[src/rtl/bus_sink.sv]
// Receiving end of the 4-bit addr/data sequence bus: captures beats into a register file,
// tracks address coverage, and exposes a post-capture read port. Optional checker: CHECK_EN.
module bus_sink #(
    parameter int AW = 4,
    parameter int DW = 4
) (
    input  logic          clk,
    input  logic          rst,
    input  logic          bus_valid,
    input  logic [AW-1:0] bus_addr,
    input  logic [DW-1:0] bus_data,
    input  logic          rd_en,
    input  logic [AW-1:0] rd_addr,
    output logic [DW-1:0] rd_data,
    output logic          rd_valid,
    output logic          full,
    output logic [AW:0]   cap_count,
    output logic          busy,
    output logic          err,
    output logic [3:0]    err_count,
    output logic [1:0]    state_dbg
);

    localparam int DEPTH = 1 << AW;
    localparam logic [AW:0] FULL_CNT = (AW+1)'(DEPTH);

    typedef enum logic [1:0] {
        S_IDLE    = 2'd0,
        S_CAPTURE = 2'd1,
        S_DONE    = 2'd2
    } state_e;

    state_e            state_q, state_d;
    logic [DW-1:0]     mem_q [DEPTH];
    logic [DEPTH-1:0]  written_q, written_d, written_base;
    logic [AW:0]       cap_count_q, cap_count_d, cap_base;
    logic [DW-1:0]     rd_data_q, rd_data_d;
    logic              rd_valid_q, rd_valid_d;
    logic              first_beat;

    // Handshake: a beat is taken on every edge where bus_valid=1 (no backpressure);
    // a read is taken when rd_en=1 in DONE with no beat, answered with a one-cycle rd_valid pulse.
    assign first_beat = bus_valid && (state_q != S_CAPTURE);

    always_comb begin
        state_d      = state_q;
        rd_data_d    = rd_data_q;
        rd_valid_d   = 1'b0;
        written_base = first_beat ? '0 : written_q;
        cap_base     = first_beat ? '0 : cap_count_q;
        written_d    = written_base;
        cap_count_d  = cap_base;
        if (bus_valid) begin
            written_d[bus_addr] = 1'b1;
            if (!written_base[bus_addr]) cap_count_d = cap_base + 1'b1;
        end
        case (state_q)
            S_IDLE: begin
                if (bus_valid) state_d = S_CAPTURE;
            end
            S_CAPTURE: begin
                if (!bus_valid || cap_count_d == FULL_CNT) state_d = S_DONE;
            end
            S_DONE: begin
                if (bus_valid) begin
                    state_d = S_CAPTURE;
                end else if (rd_en) begin
                    rd_valid_d = 1'b1;
                    rd_data_d  = written_q[rd_addr] ? mem_q[rd_addr] : '0;
                end
            end
            default: state_d = S_IDLE;
        endcase
    end

    always_ff @(posedge clk) begin
        if (rst) begin
            state_q     <= S_IDLE;
            written_q   <= '0;
            cap_count_q <= '0;
            rd_data_q   <= '0;
            rd_valid_q  <= 1'b0;
            for (int i = 0; i < DEPTH; i++) mem_q[i] <= '0;
        end else begin
            state_q     <= state_d;
            written_q   <= written_d;
            cap_count_q <= cap_count_d;
            rd_data_q   <= rd_data_d;
            rd_valid_q  <= rd_valid_d;
            if (bus_valid) mem_q[bus_addr] <= bus_data;
        end
    end

`ifdef CHECK_EN
    logic [AW-1:0] prev_addr_q;
    logic          err_q, err_d;
    logic [3:0]    err_count_q, err_count_d, err_cnt_base;
    logic          mismatch;

    // Sequence rule: data mirrors address, and addresses step by one (wrapping) after the first beat.
    always_comb begin
        mismatch     = 1'b0;
        err_cnt_base = first_beat ? 4'd0 : err_count_q;
        err_d        = first_beat ? 1'b0 : err_q;
        err_count_d  = err_cnt_base;
        if (bus_valid) begin
            mismatch = (bus_data != DW'(bus_addr)) ||
                       (!first_beat && (bus_addr != prev_addr_q + AW'(1)));
            if (mismatch) begin
                err_d = 1'b1;
                if (err_cnt_base != 4'hF) err_count_d = err_cnt_base + 4'd1;
            end
        end
    end

    always_ff @(posedge clk) begin
        if (rst) begin
            prev_addr_q <= '0;
            err_q       <= 1'b0;
            err_count_q <= '0;
        end else begin
            err_q       <= err_d;
            err_count_q <= err_count_d;
            if (bus_valid) prev_addr_q <= bus_addr;
        end
    end

    assign err       = err_q;
    assign err_count = err_count_q;
`else
    assign err       = 1'b0;
    assign err_count = 4'd0;
`endif

    assign rd_data   = rd_data_q;
    assign rd_valid  = rd_valid_q;
    assign cap_count = cap_count_q;
    assign full      = (cap_count_q == FULL_CNT);
    assign busy      = (state_q == S_CAPTURE);
    assign state_dbg = state_q;

endmodule
[config.mk]
export PLATFORM = sky130hd
export DESIGN_NAME = bus_sink
export DESIGN_NICKNAME = d
export VERILOG_FILES = /design/src/rtl/bus_sink.sv
export SDC_FILE = /design/constraint.sdc
export NUM_CORES = 1
export LEC_CHECK = 0
export CAP_MARGIN = 10
export CORE_MARGIN = 4
export CORE_UTILIZATION = 55
export DETAILED_ROUTE_END_ITERATION = 12
export PLACE_DENSITY = 0.76
export SLEW_MARGIN = 20
export SYNTH_ARGS = -nofsm -noshare
export SYNTH_HDL_FRONTEND = slang
export SYNTH_SLANG_ARGS = --single-unit
[constraint.sdc]
create_clock -name clk -period 2.4 [get_ports clk]
set_input_delay 0.48 -clock clk [delete_from_list [all_inputs] [get_ports clk]]
set_output_delay 0.48 -clock clk [all_outputs]
set_load 0.005 [all_outputs]
## Word-level counts from Yosys, hierarchy flattened

Memories as Yosys holds them, arrays and structs flattened.
Index checks and enable logic that the tools add are counted.

- Bits in registers: 28
- Bits in writable memories: 64
- Bits of input ports: 16
- Output and inout port bits: 19
- Word-level logic and storage cells: 54
- Memories: 1

- Add/sub/neg operators: 1
- $lt $le $gt $ge: 3
- Eq/ne operators: 7
- Multiplexer cells: 24
- Bitwise logic cells: 3
- Reductions and logical operators: 10

Memory list:

| memory | words | bits a word | read ports | clocked after Yosys merged registers in | wr ports | RTL line | text |
|---|---|---|---|---|---|---|---|
| mem_q | 16 | 4 | 1 | 0 | 16 | 34 | `logic [DW-1:0] mem_q [DEPTH];` |

Operator list:

| kind | number |
|---|---|
| two-way mux 16 bit | 2 |
| OR 16 bit | 1 |
| two-way mux 5 bit | 3 |
| two-way mux 4 bit | 3 |
| equality test 5 bit, second input constant | 2 |
| < comparator 4 x 5 -> 1 bit, second input constant | 2 |
| two-way mux 1 bit | 10 |
| binary-select mux 1 bit (select 4 bit) | 2 |
| != test 2 x 1 -> 1 bit, second input constant | 3 |
| adder 5 x 1 -> 5 bit, second input constant | 1 |
| demux 1 bit (select 4 bit) | 1 |
| greater-or-equal comparator 4 x 1 -> 1 bit, second input constant | 1 |
| two-way mux 2 bit | 2 |
| one-hot mux 2 bit (2 select lines) | 1 |
| OR reduction 4 bit | 1 |
| AND reduction 3 bit | 1 |
| OR reduction 3 bit | 1 |
| equality test 2 x 1 -> 1 bit, second input constant | 1 |
| equality test 2 bit, second input constant | 1 |
| logical AND 1 bit | 2 |
| zero test 2 bit | 1 |
| inverter 1 bit | 2 |
| AND reduction 2 bit | 1 |
| OR reduction 2 bit | 1 |
| 2 further kinds | 2 |

## Logic depth before layout (Yosys ltp)

Gate-level depths: netlist of the first run.

- Depth in word-level cells: 11
- Depth in mapped cells: 10
- Gate-level depth less buffers: 10

## Worst setup path after synthesis of the first run

No wires, ideal clock.

- Path type: input port to flip-flop
- Start: input bus_valid
- End: register state_q[1], in the netlist state_dbg[1]
- Setup time: 0.130 ns
- Arrival time: 2.027 ns
- Required time: 2.270 ns
- Path slack: 0.244 ns
- Stages: 10
- Buffers on the path: 1
- Cell sequence: buf_2 -> nand2_1 -> and2_1 -> ha_1 -> nand3_1 -> nor3_1 -> a211oi_1 -> nor4_1 -> o31ai_2 -> o31ai_1

- Word-level cells in the longest chain between the ends: 10
- Elaborated cells on any way between the ends: 14
- Those cells by class: add/sub: 1; eq/ne: 3; mux: 6; reduce/logical: 4

RTL lines:

| what | RTL line | text |
|---|---|---|
| start: declaration | 9 | `input logic bus_valid,` |
| logical AND 1 bit | 43 | `assign first_beat = bus_valid && (state_q != S_CAPTURE);` |
| two-way mux 16 bit | 49 | `written_base = first_beat ? '0 : written_q;` |
| binary-select mux 1 bit (select 4 bit) | 55 | `if (!written_base[bus_addr]) cap_count_d = cap_base + 1'b1;` |
| two-way mux 1 bit (implied by the code) | 55 |  |
| two-way mux 5 bit | 55 |  |
| two-way mux 5 bit | 53 | `if (bus_valid) begin` |
| equality test 5 bit | 62 | `if (!bus_valid \|\| cap_count_d == FULL_CNT) state_d = S_DONE;` |
| logical OR 1 bit | 62 |  |
| != test 2 x 1 -> 1 bit (no source line) | n/a |  |
| AND reduction 2 bit (no source line) * | n/a |  |
| end signal: assignment | 85 | `state_q <= state_d;` |
| end: declaration | 33 | `state_e state_q, state_d;` |

Every way passes the cells marked *; elsewhere a longest branch is shown, timed or not. The select of a mux whose other input is x is not followed.
A chain may end at the register's enable or synchronous reset.

## Worst setup path in the final report of the first run

- Start: input bus_addr[1]
- End: register cap_count_q[3], in the netlist cap_count[3]

- Word-level cells in the longest chain between the ends: 4

RTL lines:

| what | RTL line | text |
|---|---|---|
| start: declaration | 10 | `input logic [AW-1:0] bus_addr,` |
| binary-select mux 1 bit (select 4 bit) | 55 |  |
| two-way mux 1 bit (implied by the code) | 55 |  |
| two-way mux 5 bit | 55 |  |
| two-way mux 5 bit | 53 |  |
| end signal: assignment | 87 | `cap_count_q <= cap_count_d;` |
| end: declaration | 36 | `logic [AW:0] cap_count_q, cap_count_d, cap_base;` |

Every way passes these cells. The select of a mux whose other input is x is not followed.

==> flow_metrics.env, run 1 <==
export IMPL_grt_busiest_layer="met2"
export IMPL_synth_most_common_cell="and2_1"
export IMPL_grt_pass1_wl_um=15820
export IMPL_die_area_mm2=0.009580
export IMPL_synth_edff_count=64
export IMPL_p_sw_mw=0.7529
export IMPL_synth_area_leaders="edfxtp_1, mux4_2, dfxtp_1, and2_1, a21o_1"
export IMPL_die_w_um=97.88
export IMPL_fin_skew_ns=0.008134
export IMPL_vias=2963
export IMPL_instances_no_fill=511
export IMPL_placementRows=32
export IMPL_port_buffers=29
export IMPL_p_per_area_mw_per_mm2=618.2
export IMPL_final_cell_area_mm2=0.005338
export IMPL_numCtsBuffers=9
export IMPL_hold_end="rd_data[0]$_SDFFE_PP0P_"
export IMPL_share_seq_of_total_power_pct=54.4
export IMPL_required_ns=2.64
export IMPL_grtUsageTotal_pct=21.37
export IMPL_gr_total_overflow=0
export IMPL_finalWirelength_um=9640
export IMPL_peakVddDrop_v=0.0003878
export IMPL_drive_gt1_share_pct=23.23
export IMPL_tightest_slew_ns=0.5386
export IMPL_post_drt_wl_per_cell_um=18.86
export IMPL_cts_sinks=92
export IMPL_ys_flop_type="edfxtp_1"
export IMPL_met3_usage_pct=3.857
export IMPL_syn_area_per_cell_um2=13.07
export IMPL_worstSetupPathType="in -> reg"
export IMPL_power_leakage_nw=2.059
export IMPL_cap_violations=0
export IMPL_netlist_area_mm2=0.004443
export IMPL_netlist_instances=340
export IMPL_grt_max_degree=21
export IMPL_worst_hold_path_num_cells=2
export IMPL_post_place_ws_ns=-0.2779
export IMPL_met2_usage_pct=36.18
export IMPL_power_frac_comb_pct=11.4
export IMPL_ys_warn_count=0
export IMPL_async_reset_ff_share_pct=0
export IMPL_first_global_vias=3073
export IMPL_crit_arrival_ns=2.55
export IMPL_final_hold_violation_count=0
export IMPL_coreArea_mm2=0.007807
export IMPL_critPathCaptureType="register"
export IMPL_synth_top_area_share_pct=43.26
export IMPL_setup_viol=0
export IMPL_cts_setup_buffers=0
export IMPL_grt_use_met1_pct=27.30
export IMPL_dpl_cell_area_mm2=0.005120
export IMPL_max_slew_margin_rel_pct=63.98
export IMPL_max_freq_mhz=432.7
export IMPL_antenna_found_initial=0
export IMPL_ioPinCount=35
export IMPL_r2r_slack_ns=0.22
export IMPL_finalPower_mw=3.300
export IMPL_dp_cells=495
export IMPL_crit_path_max_fanout=2
export IMPL_antennaDiodeCount=0
export IMPL_swShare_pct=22.81
export IMPL_drtIter0Drc=179
export IMPL_fin_nets=421
export IMPL_setup_ws_ns=0.08898
export IMPL_routabilityCongestion=0.8731
export IMPL_cts_tree="yes"
export IMPL_hold_class="reg -> reg"
export IMPL_ys_ff_latch=92
export IMPL_status="completed"
export IMPL_period_share_pct=96.29
export IMPL_drcViolationCount=0
export IMPL_start_util_pct=56.91
export IMPL_cts_root_buf="clkbuf_8"
export IMPL_worst_setup_path_start_kind="input pin"
export IMPL_clockBufferDepth=2
export IMPL_clock_power_share_pct=34.2
export IMPL_p_int_mw=2.547
export IMPL_clock_latency_ns=0.35
export IMPL_yosys_cell_types_count=41
export IMPL_rsz0062_at_grt="false"
export IMPL_drtAntennaViolNets=0
export IMPL_min_period_ns=2.311
export IMPL_synth_seq_area_share_pct=55.87
export IMPL_hold_start="rd_data[0]$_SDFFE_PP0P_"
export IMPL_clkTransAtPathRegs_ns=0.09
export IMPL_firstDrtPassIters=5
export IMPL_fill_cells=572
export IMPL_die_height_um=97.88
export IMPL_dp_hpwl_um=7184
export IMPL_ff2ff_path_depth=10
export IMPL_drv_slew=0
export IMPL_synth_common_cells="and2_1, edfxtp_1, dfxtp_1, mux4_2, nor2_1"
export IMPL_h_tree_depth=3
export IMPL_r2r_start="state_dbg[1]$_SDFFE_PP0P_"
export IMPL_avgViaCountPerCell=5.798
export IMPL_yosysTopAreaCell="edfxtp_1"
export IMPL_r2r_end="state_dbg[1]$_SDFFE_PP0P_"
export IMPL_area_delta_synth_final_pct=20.14
final cells by class:
cell class,instances,area [µm²],area share [%]
flip-flops and latches,92,2482,46.51
multi-input cells,223,1844,34.55
well taps,102,127.6,2.391
clock buffers,10,127.6,2.391
clock inverters,6,87.58,1.641
inverters,4,15.01,0.2813
repair buffers,74,653.1,12.24
placed cells by master, fill, tap and decap left out, drive strengths merged, types with 4 or more instances in the layout:
cell            n
and2           67
edfxtp         64
buf            45
clkdlybuf4s50  29
mux4           28
dfxtp          28
nor2           20
a21o           16
nand2          11
o21ai          11
clkbuf         10
nand3           9
nor3            8
a21oi           6
conb            5
nand2b          5
o31ai           5
inv             5
or2             4
power groups by stage:
| stage | registers, mW | logic [mW] | clock network (mW) |
|---|---|---|---|
| after floorplan | 1.82 | 0.216 | 0 |
| after global placement | 1.83 | 0.370 | 0 |
| after detailed placement | 1.83 | 0.374 | 0 |
| after CTS | 1.80 | 0.377 | 1.14 |
| after global routing | 1.80 | 0.403 | 1.22 |
| final | 1.80 | 0.377 | 1.13 |
stage by stage:
stage	setup TNS [ns]	hold slack (ns)	util [%]
after floorplan	0	0.4381	-
after global placement	-1.858	0.4445	65.58
after detailed placement	-2.343	0.4521	65.58
after CTS	0	0.4614	68.33
after global routing	0	0.4929	68.37
final	0	0.4578	68.37
worst max-delay path by stage:
stage	start	end	slack (ns)	cells past startpoint
after CTS	bus_addr[1]	cap_count[3]$_SDFF_PP0_	0.10	7
final	bus_addr[1]	cap_count[3]$_SDFF_PP0_	0.09	7
after detailed placement	bus_addr[1]	cap_count[3]$_SDFF_PP0_	-0.28	7
after floorplan	bus_valid	state_dbg[1]$_SDFFE_PP0P_	0.24	10
after global routing	state_dbg[1]$_SDFFE_PP0P_	state_dbg[0]$_SDFFE_PP0P_	0.03	10
after global placement	bus_addr[1]	cap_count[3]$_SDFF_PP0_	-0.22	7
cell families after synthesis:
group	count (synthesis)	share of synthesized area, %
DFF	92	55.87
other	1	0.08440
and+or+nand+nor	134	16.90
adders and majority gates	1	0.2816
muxes	32	15.12
xor gates and xnor gates	2	0.3943
AOI/OAI and AO/OA	49	8.336
buffers and inverters	29	3.013
layer usage:
metal	share of wire, %	up-vias	routed length, µm
met5	0	-	0
met2	52	90	4976
met4	2.5	0	239
met1	40	1485	3876
met3	5.7	18	548
li1	-	1370	-
flip-flops by register name, indices dropped and copies added (netlist names):
signal     count
rd_data        4
rd_valid       1
written_q     16
cap_count      5
mem_q         64
state_dbg      2
worst max-delay path: stages:
cell	delay, ns
clkdlybuf4s50_1	0.50
mux4_2	0.49
or2_1	0.25
a41oi_4	0.24
o21ai_4	0.08
nor3_2	0.16
mux2_1	0.35
timing repair:
action,4_1_cts,5_1_grt
endpoints found under the setup margin,0,2
gates resized for setup,0,1
hold buffers,0,0
Note: power is estimated with default switching activity, not from simulation.
==> inputs of run 2 (changes only) <==
--- a/config.mk
+++ b/config.mk
@@ -10,6 +10,7 @@
 export CORE_UTILIZATION = 55
 export DETAILED_ROUTE_END_ITERATION = 12
 export PLACE_DENSITY = 0.76
+export RECOVER_POWER = 25
 export SLEW_MARGIN = 20
 export SYNTH_ARGS = -nofsm -noshare
 export SYNTH_HDL_FRONTEND = slang
==> run 2 against run 1 <==
  * First-iteration DRC count grew 13%
  * Clock-buffer cell count is the same
  * Non-clock buffer count is the same
  * Core utilization shrank 0.58 points
  * Fmax is essentially flat
  * Critical path type unchanged
  * Largest power group unchanged
==> flow_metrics.env, run 2 (synthesized netlist as in run 1, its figures left out) <==
export IMPL_status="completed"
export IMPL_hold_end="rd_data[0]$_SDFFE_PP0P_"
export IMPL_h_tree_depth=3
export IMPL_crit_slowest_cell="clkdlybuf4s50_1"
export IMPL_die_area_mm2=0.009580
export IMPL_crit_arrival_ns=2.55
export IMPL_die_height_um=97.88
export IMPL_crit_buf_inv=1
export IMPL_tightest_slew_ns=0.5397
export IMPL_clock_latency_ns=0.36
export IMPL_drtIter0Drc=202
export IMPL_cap_violations=0
export IMPL_cts_setup_buffers=0
export IMPL_cts_sinks=92
export IMPL_mostFrequentLayoutCells="and2_1, edfxtp_1, buf_4"
export IMPL_drive_gt1_share_pct=20.05
export IMPL_critPathMaxStageDelay_ns=0.50
export IMPL_dp_hpwl_um=7184
export IMPL_area_delta_synth_final_pct=19.12
export IMPL_max_freq_mhz=432.9
export IMPL_hold_class="reg -> reg"
export IMPL_rsz0062_at_grt="false"
export IMPL_drcViolationCount=0
export IMPL_max_slew_margin_rel_pct=63.91
export IMPL_clockBufferDepth=2
export IMPL_grt_pass1_wl_um=15820
export IMPL_crit_chain="clkdlybuf4s50_1 -> mux4_2 -> or2_1 -> a41oi_4 -> o21ai_4 -> nor3_2 -> mux2_1"
export IMPL_period_share_pct=96.24
export IMPL_fin_skew_ns=0.009522
export IMPL_placementRows=32
export IMPL_coreArea_mm2=0.007807
export IMPL_start_util_pct=56.91
export IMPL_required_ns=2.64
export IMPL_crit_path_max_fanout=2
export IMPL_grt_max_degree=21
export IMPL_worst_setup_path_start_kind="input pin"
export IMPL_r2r_slack_ns=0.22
export IMPL_drtAntennaViolNets=0
export IMPL_power_leakage_nw=2.049
export IMPL_post_drt_wl_per_cell_um=19.01
export IMPL_dp_cells=495
export IMPL_critPathTopFamily="multiplexers"
export IMPL_clkTransAtPathRegs_ns=0.09
export IMPL_grtUsageTotal_pct=21.37
export IMPL_setup_viol=0
export IMPL_die_w_um=97.88
export IMPL_maxUsedRoutingLayer="met4"
export IMPL_dr_wl_met2_um=4988
export IMPL_regMostFlops="mem_q"
export IMPL_antenna_found_initial=0
export IMPL_critPathCaptureType="register"
export IMPL_port_buffers=29
export IMPL_vias=2959
export IMPL_firstDrtPassIters=6
export IMPL_worst_hold_path_num_cells=2
export IMPL_first_global_vias=3073
export IMPL_final_hold_violation_count=0
export IMPL_cts_tree="yes"
export IMPL_drv_slew=0
export IMPL_final_common_cell="and2_1"
export IMPL_avgViaCountPerCell=5.791
export IMPL_routabilityCongestion=0.8731
export IMPL_met3WireLength_um=479
export IMPL_peakVddDrop_v=0.0003870
export IMPL_ff2ff_path_depth=10
export IMPL_antennaDiodeCount=0
export IMPL_worstSetupPathType="in -> reg"
export IMPL_whs_ns=0.4549
export IMPL_hold_start="rd_data[0]$_SDFFE_PP0P_"
export IMPL_instances_no_fill=511
export IMPL_fin_nets=421
export IMPL_cts_root_buf="clkbuf_8"
export IMPL_wl_met1_um=4001
export IMPL_gr_total_overflow=0
export IMPL_largest_reg_flops=64
export IMPL_min_period_ns=2.310
export IMPL_p_per_area_mw_per_mm2=623.2
export IMPL_r2r_end="state_dbg[1]$_SDFFE_PP0P_"
export IMPL_finalWirelength_um=9712
export IMPL_r2r_start="state_dbg[1]$_SDFFE_PP0P_"
export IMPL_numCtsBuffers=9
export IMPL_ioPinCount=35
[run 2: cell types whose count changed in the layout (fill, tap and decap cells not counted), sizes merged]
cell           previous run  this run
buf                      45        33
clkdlybuf4s50            29        16
clkbuf                   10        22
inv                       5         4
clkinv                    2         3
dlygate4sd3               0        13
[run 2: area by class of cell]
cell class                 count  area [µm²]
inverter                       4       15.01
fill                         584        2515
clock buffer                  10       127.6
multi-input combinational    223        1844
sequential                    92        2482
timing repair buffer          74       608.1
tap                          102       127.6
clock inverter                 6       87.58
[run 2: how the worst max path moves through the flow]
stage | startpoint | endpoint | slack, ns | depth (start not counted)
after detailed placement | bus_addr[1] | cap_count[3]$_SDFF_PP0_ | -0.28 | 7
after CTS | bus_addr[1] | cap_count[3]$_SDFF_PP0_ | 0.10 | 7
after global routing | state_dbg[1]$_SDFFE_PP0P_ | state_dbg[0]$_SDFFE_PP0P_ | 0.03 | 10
after global placement | bus_addr[1] | cap_count[3]$_SDFF_PP0_ | -0.22 | 7
after floorplan | bus_valid | state_dbg[1]$_SDFFE_PP0P_ | 0.24 | 10
final | bus_addr[1] | cap_count[3]$_SDFF_PP0_ | 0.09 | 7
[run 2: metrics by stage]
step	setup slack [ns]	TNS [ns]	util [%]	power, mW	cell area [µm²]
after floorplan	0.2438	0	-	2.034	4458
after global placement	-0.2247	-1.858	65.58	2.196	5120
after detailed placement	-0.2779	-2.343	65.58	2.207	5120
after CTS	0.1005	0	68.33	3.310	5335
after global routing	0.03411	0	67.79	3.417	5293
final	0.09015	0	67.79	3.298	5293
[run 2: power by group]
group,internal (mW),switching (mW)
clock network,0.590,0.544
registers,1.77,0.0296
logic,0.183,0.186
[run 2: what timing repair did]
action,in CTS,in global routing
hold buffers,0,0
gates resized for setup,0,1
setup endpoints to repair,0,2
hold endpoints to repair,0,0
[run 2: routing by layer]
metal	vias to the layer above	track usage (%)
met5	-	0
met3	17	3.857
li1	1369	-
met1	1479	27.30
met4	0	8.626
met2	94	36.18
[run 2: worst reg2reg max path, stage by stage, from the launching register on]
cell and delay (ns):
dfxtp_1 0.39, nand2b_2 0.21, nand2_1 0.13, and2_1 0.20
ha_1 0.24, nand3_1 0.13, nor3_1 0.06, a211oi_1 0.27
nor4_1 0.09, o31ai_2 0.26, o31ai_1 0.09
